==> src/rtl/piso_pkg.sv <==
// Shared types and defaults for the PISO serial transmit controller.
package piso_pkg;

    localparam int unsigned WIDTH_DEF = 4;
    localparam int unsigned GAP_DEF   = 1;

    typedef enum logic [1:0] {
        ST_IDLE  = 2'd0,
        ST_SHIFT = 2'd1,
        ST_GAP   = 2'd2
    } state_t;

endpackage

==> src/rtl/piso_shifter.sv <==
// Parallel-load, right-shift register; load wins over shift, LSB is the serial tap.
module piso_shifter
    import piso_pkg::*;
#(
    parameter int unsigned WIDTH = WIDTH_DEF
) (
    input  logic             clk,
    input  logic             rst,
    input  logic             load,
    input  logic             shift_en,
    input  logic [WIDTH-1:0] parallel_in,
    output logic             q_lsb
);

    logic [WIDTH-1:0] sr;

    always_ff @(posedge clk or posedge rst) begin
        if (rst) begin
            sr <= '0;
        end else if (load) begin
            sr <= parallel_in;
        end else if (shift_en) begin
            sr <= {1'b0, sr[WIDTH-1:1]};
        end
    end

    assign q_lsb = sr[0];

endmodule

==> src/rtl/piso_tx_ctrl.sv <==
// Framed serial transmitter: accepts a word by valid/ready, shifts exactly WIDTH bits
// LSB first, then holds off for GAP idle cycles before the next word.
module piso_tx_ctrl
    import piso_pkg::*;
#(
    parameter int unsigned WIDTH = WIDTH_DEF,
    parameter int unsigned GAP   = GAP_DEF
) (
    input  logic             clk,
    input  logic             rst,
    input  logic             in_valid,
    input  logic [WIDTH-1:0] in_data,
    output logic             in_ready,
    input  logic             abort,
    output logic             serial_out,
    output logic             serial_valid,
    output logic             busy,
    output logic             word_done
);

    localparam int unsigned CNT_W = $clog2(WIDTH);
    localparam int unsigned GAP_W = (GAP > 1) ? $clog2(GAP) : 1;
    localparam logic [CNT_W-1:0] LAST_BIT = CNT_W'(WIDTH - 1);
    localparam logic [GAP_W-1:0] LAST_GAP = GAP_W'((GAP > 0) ? (GAP - 1) : 0);

    state_t             state, state_nx;
    logic [CNT_W-1:0]   bit_cnt, bit_cnt_nx;
    logic [GAP_W-1:0]   gap_cnt, gap_cnt_nx;
    logic               load, shift_en, q_lsb;
    logic [WIDTH-1:0]   load_data;

    // Abort in IDLE refuses a coincident handshake.
    assign in_ready = (state == ST_IDLE) && !abort;

    always_ff @(posedge clk or posedge rst) begin
        if (rst) begin
            state   <= ST_IDLE;
            bit_cnt <= '0;
            gap_cnt <= '0;
        end else begin
            state   <= state_nx;
            bit_cnt <= bit_cnt_nx;
            gap_cnt <= gap_cnt_nx;
        end
    end

    // Next state, counters and shifter controls; abort clears the shifter by loading zero.
    always_comb begin
        state_nx   = state;
        bit_cnt_nx = bit_cnt;
        gap_cnt_nx = gap_cnt;
        load       = 1'b0;
        shift_en   = 1'b0;
        load_data  = in_data;
        if (abort && (state != ST_IDLE)) begin
            state_nx   = ST_IDLE;
            bit_cnt_nx = '0;
            gap_cnt_nx = '0;
            load       = 1'b1;
            load_data  = '0;
        end else begin
            case (state)
                ST_IDLE: begin
                    if (in_valid && in_ready) begin
                        load       = 1'b1;
                        bit_cnt_nx = '0;
                        state_nx   = ST_SHIFT;
                    end
                end
                ST_SHIFT: begin
                    shift_en   = 1'b1;
                    bit_cnt_nx = bit_cnt + CNT_W'(1);
                    if (bit_cnt == LAST_BIT) begin
                        bit_cnt_nx = '0;
                        gap_cnt_nx = '0;
                        state_nx   = (GAP > 0) ? ST_GAP : ST_IDLE;
                    end
                end
                ST_GAP: begin
                    gap_cnt_nx = gap_cnt + GAP_W'(1);
                    if (gap_cnt == LAST_GAP) begin
                        gap_cnt_nx = '0;
                        state_nx   = ST_IDLE;
                    end
                end
                default: begin
                    state_nx = ST_IDLE;
                end
            endcase
        end
    end

    piso_shifter #(
        .WIDTH(WIDTH)
    ) u_shifter (
        .clk        (clk),
        .rst        (rst),
        .load       (load),
        .shift_en   (shift_en),
        .parallel_in(load_data),
        .q_lsb      (q_lsb)
    );

    assign serial_valid = (state == ST_SHIFT);
    assign serial_out   = (state == ST_SHIFT) && q_lsb;
    assign busy         = (state != ST_IDLE);
    assign word_done    = (state == ST_SHIFT) && (bit_cnt == LAST_BIT) && !abort;

endmodule

==> config.mk <==
export PLATFORM = sky130hd
export DESIGN_NAME = piso_tx_ctrl
export DESIGN_NICKNAME = d
export VERILOG_FILES = /design/src/rtl/piso_pkg.sv /design/src/rtl/piso_shifter.sv /design/src/rtl/piso_tx_ctrl.sv
export SDC_FILE = /design/constraint.sdc
export NUM_CORES = 1
export LEC_CHECK = 0
export CAP_MARGIN = 20
export CORE_AREA = 2 2 39 41
export CTS_BUF_LIST = sky130_fd_sc_hd__clkbuf_4 sky130_fd_sc_hd__clkbuf_8 sky130_fd_sc_hd__clkbuf_16
export DETAILED_ROUTE_END_ITERATION = 10
export DIE_AREA = 0 0 41 43
export GPL_TIMING_DRIVEN = 0
export PLACE_DENSITY = 0.59
export SETUP_SLACK_MARGIN = 0.1
export SLEW_MARGIN = 20
export SYNTH_ARGS = -nofsm -noshare
export SYNTH_HDL_FRONTEND = slang
export SYNTH_SLANG_ARGS = --single-unit
==> constraint.sdc <==
create_clock -name clk -period 1.2 [get_ports clk]
set_input_delay 0.12 -clock clk [delete_from_list [all_inputs] [get_ports clk]]
set_output_delay 0.12 -clock clk [all_outputs]
set_load 0.02 [all_outputs]
# Word level (Yosys, flattened, before mapping)
# Index checks and enable logic that the tools add are counted.
dict set report totals {
  word_cells 48
  out_inout_bits 5
  register_bits 9
  inputBits 8
}
dict set report classes {
  n_mux 21
  n_reduce_logical 15
  eq_ne 6
  n_addsub 2
}
# op count
set ops {}
lappend ops {{2-to-1 mux 2 bit} 7}
lappend ops {{2-to-1 mux 4 bit} 3}
lappend ops {{2-to-1 mux 1 bit} 8}
lappend ops {{logical AND 1 bit} 6}
lappend ops {{!= test 3 x 1 -> 1 bit (second input constant)} 2}
lappend ops {{case mux 2 bit (3 select lines)} 1}
lappend ops {{nonzero test 3 bit} 2}
lappend ops {{equality test 2 bit (second input constant)} 2}
lappend ops {{case mux 2 bit (2 select lines)} 1}
lappend ops {{AND reduction 2 bit} 2}
lappend ops {{nonzero test 2 bit} 2}
lappend ops {{!= test 3 bit (second input constant)} 1}
lappend ops {{AND reduction 3 bit} 1}
lappend ops {{adder 2 x 1 -> 2 bit (second input constant)} 1}
lappend ops {{equality test 2 x 1 -> 1 bit (second input constant)} 1}
lappend ops {{zero test 2 bit} 1}
lappend ops {{case mux 1 bit (2 select lines)} 1}
lappend ops {{adder 1 bit (second input constant)} 1}
lappend ops {{zero test 1 bit} 1}

# Depth between registers and ports, before layout
dict set report logic_depth {
  depth_word 7
  depth_mapped 5
  mapped_depth_nobuf 5
}

# Hierarchy
# A second synthesis with hierarchy kept.
dict set report unflattened {
  cells_unflattened 52
  area_unflattened_um2 470.5
}
# mod n_inst seq_area_each_um2 area_per_inst_um2 cells_each
set modules_own_cells {}
lappend modules_own_cells {piso_tx_ctrl 1 100.1 295.3 35}
lappend modules_own_cells {piso_shifter 1 100.1 175.2 17}

# Worst setup path after synthesis
# No wires, ideal clock.
dict set report synth_path {
  kind {reg-to-output}
  from {reg state[1]}
  to {out word_done}
  required_time_ns 1.080
  path_buffers 0
  slack_ns -0.144
  t_arrival_ns 1.224
  stages_incl_launch_ff 3
  path_cell_list {dfrtp_1 -> nor2b_1 -> and3_1}
}
dict set report synth_via {
  elab_chain_cells 3
}
# item line_no
set synth_lines {}
lappend synth_lines {{start, declared} piso_tx_ctrl.sv:26} ;# state_t state, state_nx;
lappend synth_lines {{start signal, assigned} piso_tx_ctrl.sv:41} ;# state <= state_nx;
lappend synth_lines {{equality test 2 x 1 -> 1 bit} --}
lappend synth_lines {{named net serial_valid} piso_tx_ctrl.sv:16} ;# output logic serial_valid,
lappend synth_lines {{logical AND 1 bit (2 in series)} piso_tx_ctrl.sv:107} ;# assign word_done = (state == ST_SHIFT) && (bit_cnt == LAST_BIT) && !abort;
lappend synth_lines {{end, declared} piso_tx_ctrl.sv:18} ;# output logic word_done
# The timed path passes the listed nets, and every way through them passes these cells.

# Worst setup path after layout
dict set report layout_path {
  from {reg state[1]}
  to {out word_done}
}
dict set report layout_via {
  elab_chain_cells 3
}
# item line_no
set layout_lines {}
lappend layout_lines {{equality test 2 x 1 -> 1 bit} piso_tx_ctrl.sv:107}
lappend layout_lines {{logical AND 1 bit (2 in series)} piso_tx_ctrl.sv:107}
# Every way passes these cells.

==> reports/metrics.yaml <==
final_util_pct: 51.3
grt_pass1_vias: 381
ys_seq_area_share_pct: 46.1
num-nets-final: 75
clock-sinks: 8
drtAntennaViolNets: 0
critPathMaxStageDelay_ps: 470
finalHoldViolCount: 0
path_buf_inv: 1
core-area_sq_um: 1380
final_common_cell: "buf_6"
setup_viol: 10
dpl.hpwl_um: 621
max_freq_mhz: 751
die_y_um: 43
worstSetupPathType: "register to output pin"
die_width_um: 41
cp_top_family: "flip-flops"
syn_nets: 52
synthCells: 43
totalWireLength_um: 958
worst_slack_ps: -131
fin_crit_ps: 1330
hp-class: "primary input to asynchronous set/reset pin"
avgSynthCellArea_sq_um: 10.1
dieArea_sq_um: 1760
grt.overflow.total: 0
slew_headroom_pct: 78.2
yosys.cell_types.count: 19
worstMarginPinSlew_ps: 327
antenna_found_initial: 0
r2r_start: "state[1]"
fin_skew_ps: 2.59
crit_fanout: 5
firstDrtPassIters: 3
avgRoutedWirePerCell_um: 11.8
ir_worst_vdd_v: 0.000686
rows: 14
avgViaCountPerCell: 4.72
drc: 0
outcome: "finished with violations"
rr_endpoint: "u_shifter.sr[0]"
cts_max_level: 1
gr-usage-all-layers_pct: 13.1
maxSlewViolCount: 0
cts_tree: "yes"
holdWs_ps: 101
cap_violations: 0
end_kind: "output pin"
fin_crit_sh_pct: 111
path_cells: "nor2b_4, and3_4, buf_6"
cp-startpoint: "state[1]"
cp.required_ps: 1080
place.gp.congestion: 0.702
insertion_delay_ps: 260
r2r_setup_slack_ps: -80
diodes: 0
portBuffers: 12
path_clk_slew_ps: 60
cts-root-buf: "clkbuf_4"
grt_max_degree: 9
cts_hold_buf: 0
r2r_cells: 4
cts_buffers: 3
ys_ff_latch: 8
vias: 382
final.setup.tns_ps: -608
violations: "setup timing"
yosys_warnings: 0
power_density_nw_per_um2: 1300
start_util_pct: 31.4
grt_first_pass_wirelength_mm: 1.55
layout-drive-gt1-share_pct: 44.6
n_fill_cell: 139
num_io_pins: 13
cts_buffer_depth: 2
cp-start-kind: "register"
syn-cell-area_sq_um: 434
critPathArrivalTime_ps: 1210
rsz0062_at_grt: "yes"
final_cell_mix: "7 x buf_6, 6 x dfrtp_1, 6 x clkdlybuf4s50_1"
area_delta_synth_final_pct: 63.4
slowest_stage: "dfrtp_2"
drt_iter0_drc: 6
p_leak_nw: 0.326
how the worst max path moves through the flow:
stage	slack [ps]	cells past startpoint	endpoint
3_3_place_gp	-600	4	word_done
4_1_cts	-120	3	word_done
5_1_grt	-160	3	word_done
6_report	-130	3	word_done
3_5_place_dp	-570	4	word_done
2_1_floorplan	20	4	u_shifter.sr[0]
metrics by stage:
step	worst slack (ps)	cell area (sq um)	cells	total power [mW]
2_1_floorplan	20.4	449	43	0.523
3_3_place_gp	-598	589	71	0.613
3_5_place_dp	-573	589	71	0.616
4_1_cts	-118	674	79	0.910
5_1_grt	-163	709	81	0.978
6_report	-131	709	81	0.923
cells in the mapped netlist:
| cell type | count | area (sq um) |
|---|---|---|
| ha_1 | 1 | 12.5 |
| a22oi_1 | 3 | 22.5 |
| inv_1 | 5 | 18.8 |
| and3_1 | 2 | 12.5 |
| nand2_1 | 1 | 3.75 |
| nand3_1 | 1 | 5.00 |
| a32oi_1 | 1 | 8.76 |
| o2bb2ai_1 | 1 | 8.76 |
| and2_1 | 2 | 12.5 |
| nor2_1 | 5 | 18.8 |
| a2bb2oi_4 | 1 | 26.3 |
| nor4b_4 | 1 | 23.8 |
| nor2_2 | 1 | 6.26 |
| nor2b_1 | 2 | 12.5 |
| inv_2 | 1 | 3.75 |
| dfrtp_1 | 8 | 200 |
| o21ai_1 | 2 | 10.0 |
| a21oi_1 | 4 | 20.0 |
| a21o_1 | 1 | 7.51 |
power by group:
group | switching, mW | internal (mW)
clock network | 0.102 | 0.150
registers | 0.0349 | 0.323
logic | 0.147 | 0.165
area by class of cell:
class	instances	area [sq um]	share of cell area, %
clock buffers	4	30.0	4.23
inverters	6	25.0	3.53
multi-input cells	29	254	35.8
flip-flops and latches	8	203	28.6
well taps	16	20.0	2.82
repair buffers	18	178	25.0
logic make-up (layout without fill, tap and decap cells):
| group | count (synthesis) | count (layout) | synth area share, % |
|---|---|---|---|
| AND/OR/NAND/NOR | 15 | 15 | 21.9 |
| adder cells (fa/ha/maj) | 1 | 1 | 2.88 |
| buffers and inverters | 6 | 28 | 5.19 |
| flip-flops | 8 | 8 | 46.1 |
| AO/OA/AOI/OAI | 13 | 13 | 23.9 |
registers in the layout, summed over array words and instances (netlist names):
| name | cells |
|---|---|
| u_shifter.sr | 4 |
| state | 2 |
| bit_cnt | 2 |
timing repair:
| action | CTS | global route |
|---|---|---|
| setup buffers | 4 | 2 |
| endpoints found under the hold margin | 0 | 0 |
| setup endpoints to repair | 11 | 11 |
| gates cloned | 0 | 0 |
| pin swaps | 7 | 1 |
| gates resized for setup | 36 | 5 |
layer usage:
layer | vias up | GRT usage, % | wire length [um]
li1 | 195 | - | -
met1 | 174 | 17.1 | 419
met2 | 11 | 19.7 | 467
met3 | 2 | 1.57 | 56
met4 | 0 | 8.00 | 14
met5 | - | 0 | 0
No activity file was read; power rests on OpenSTA's default activity.
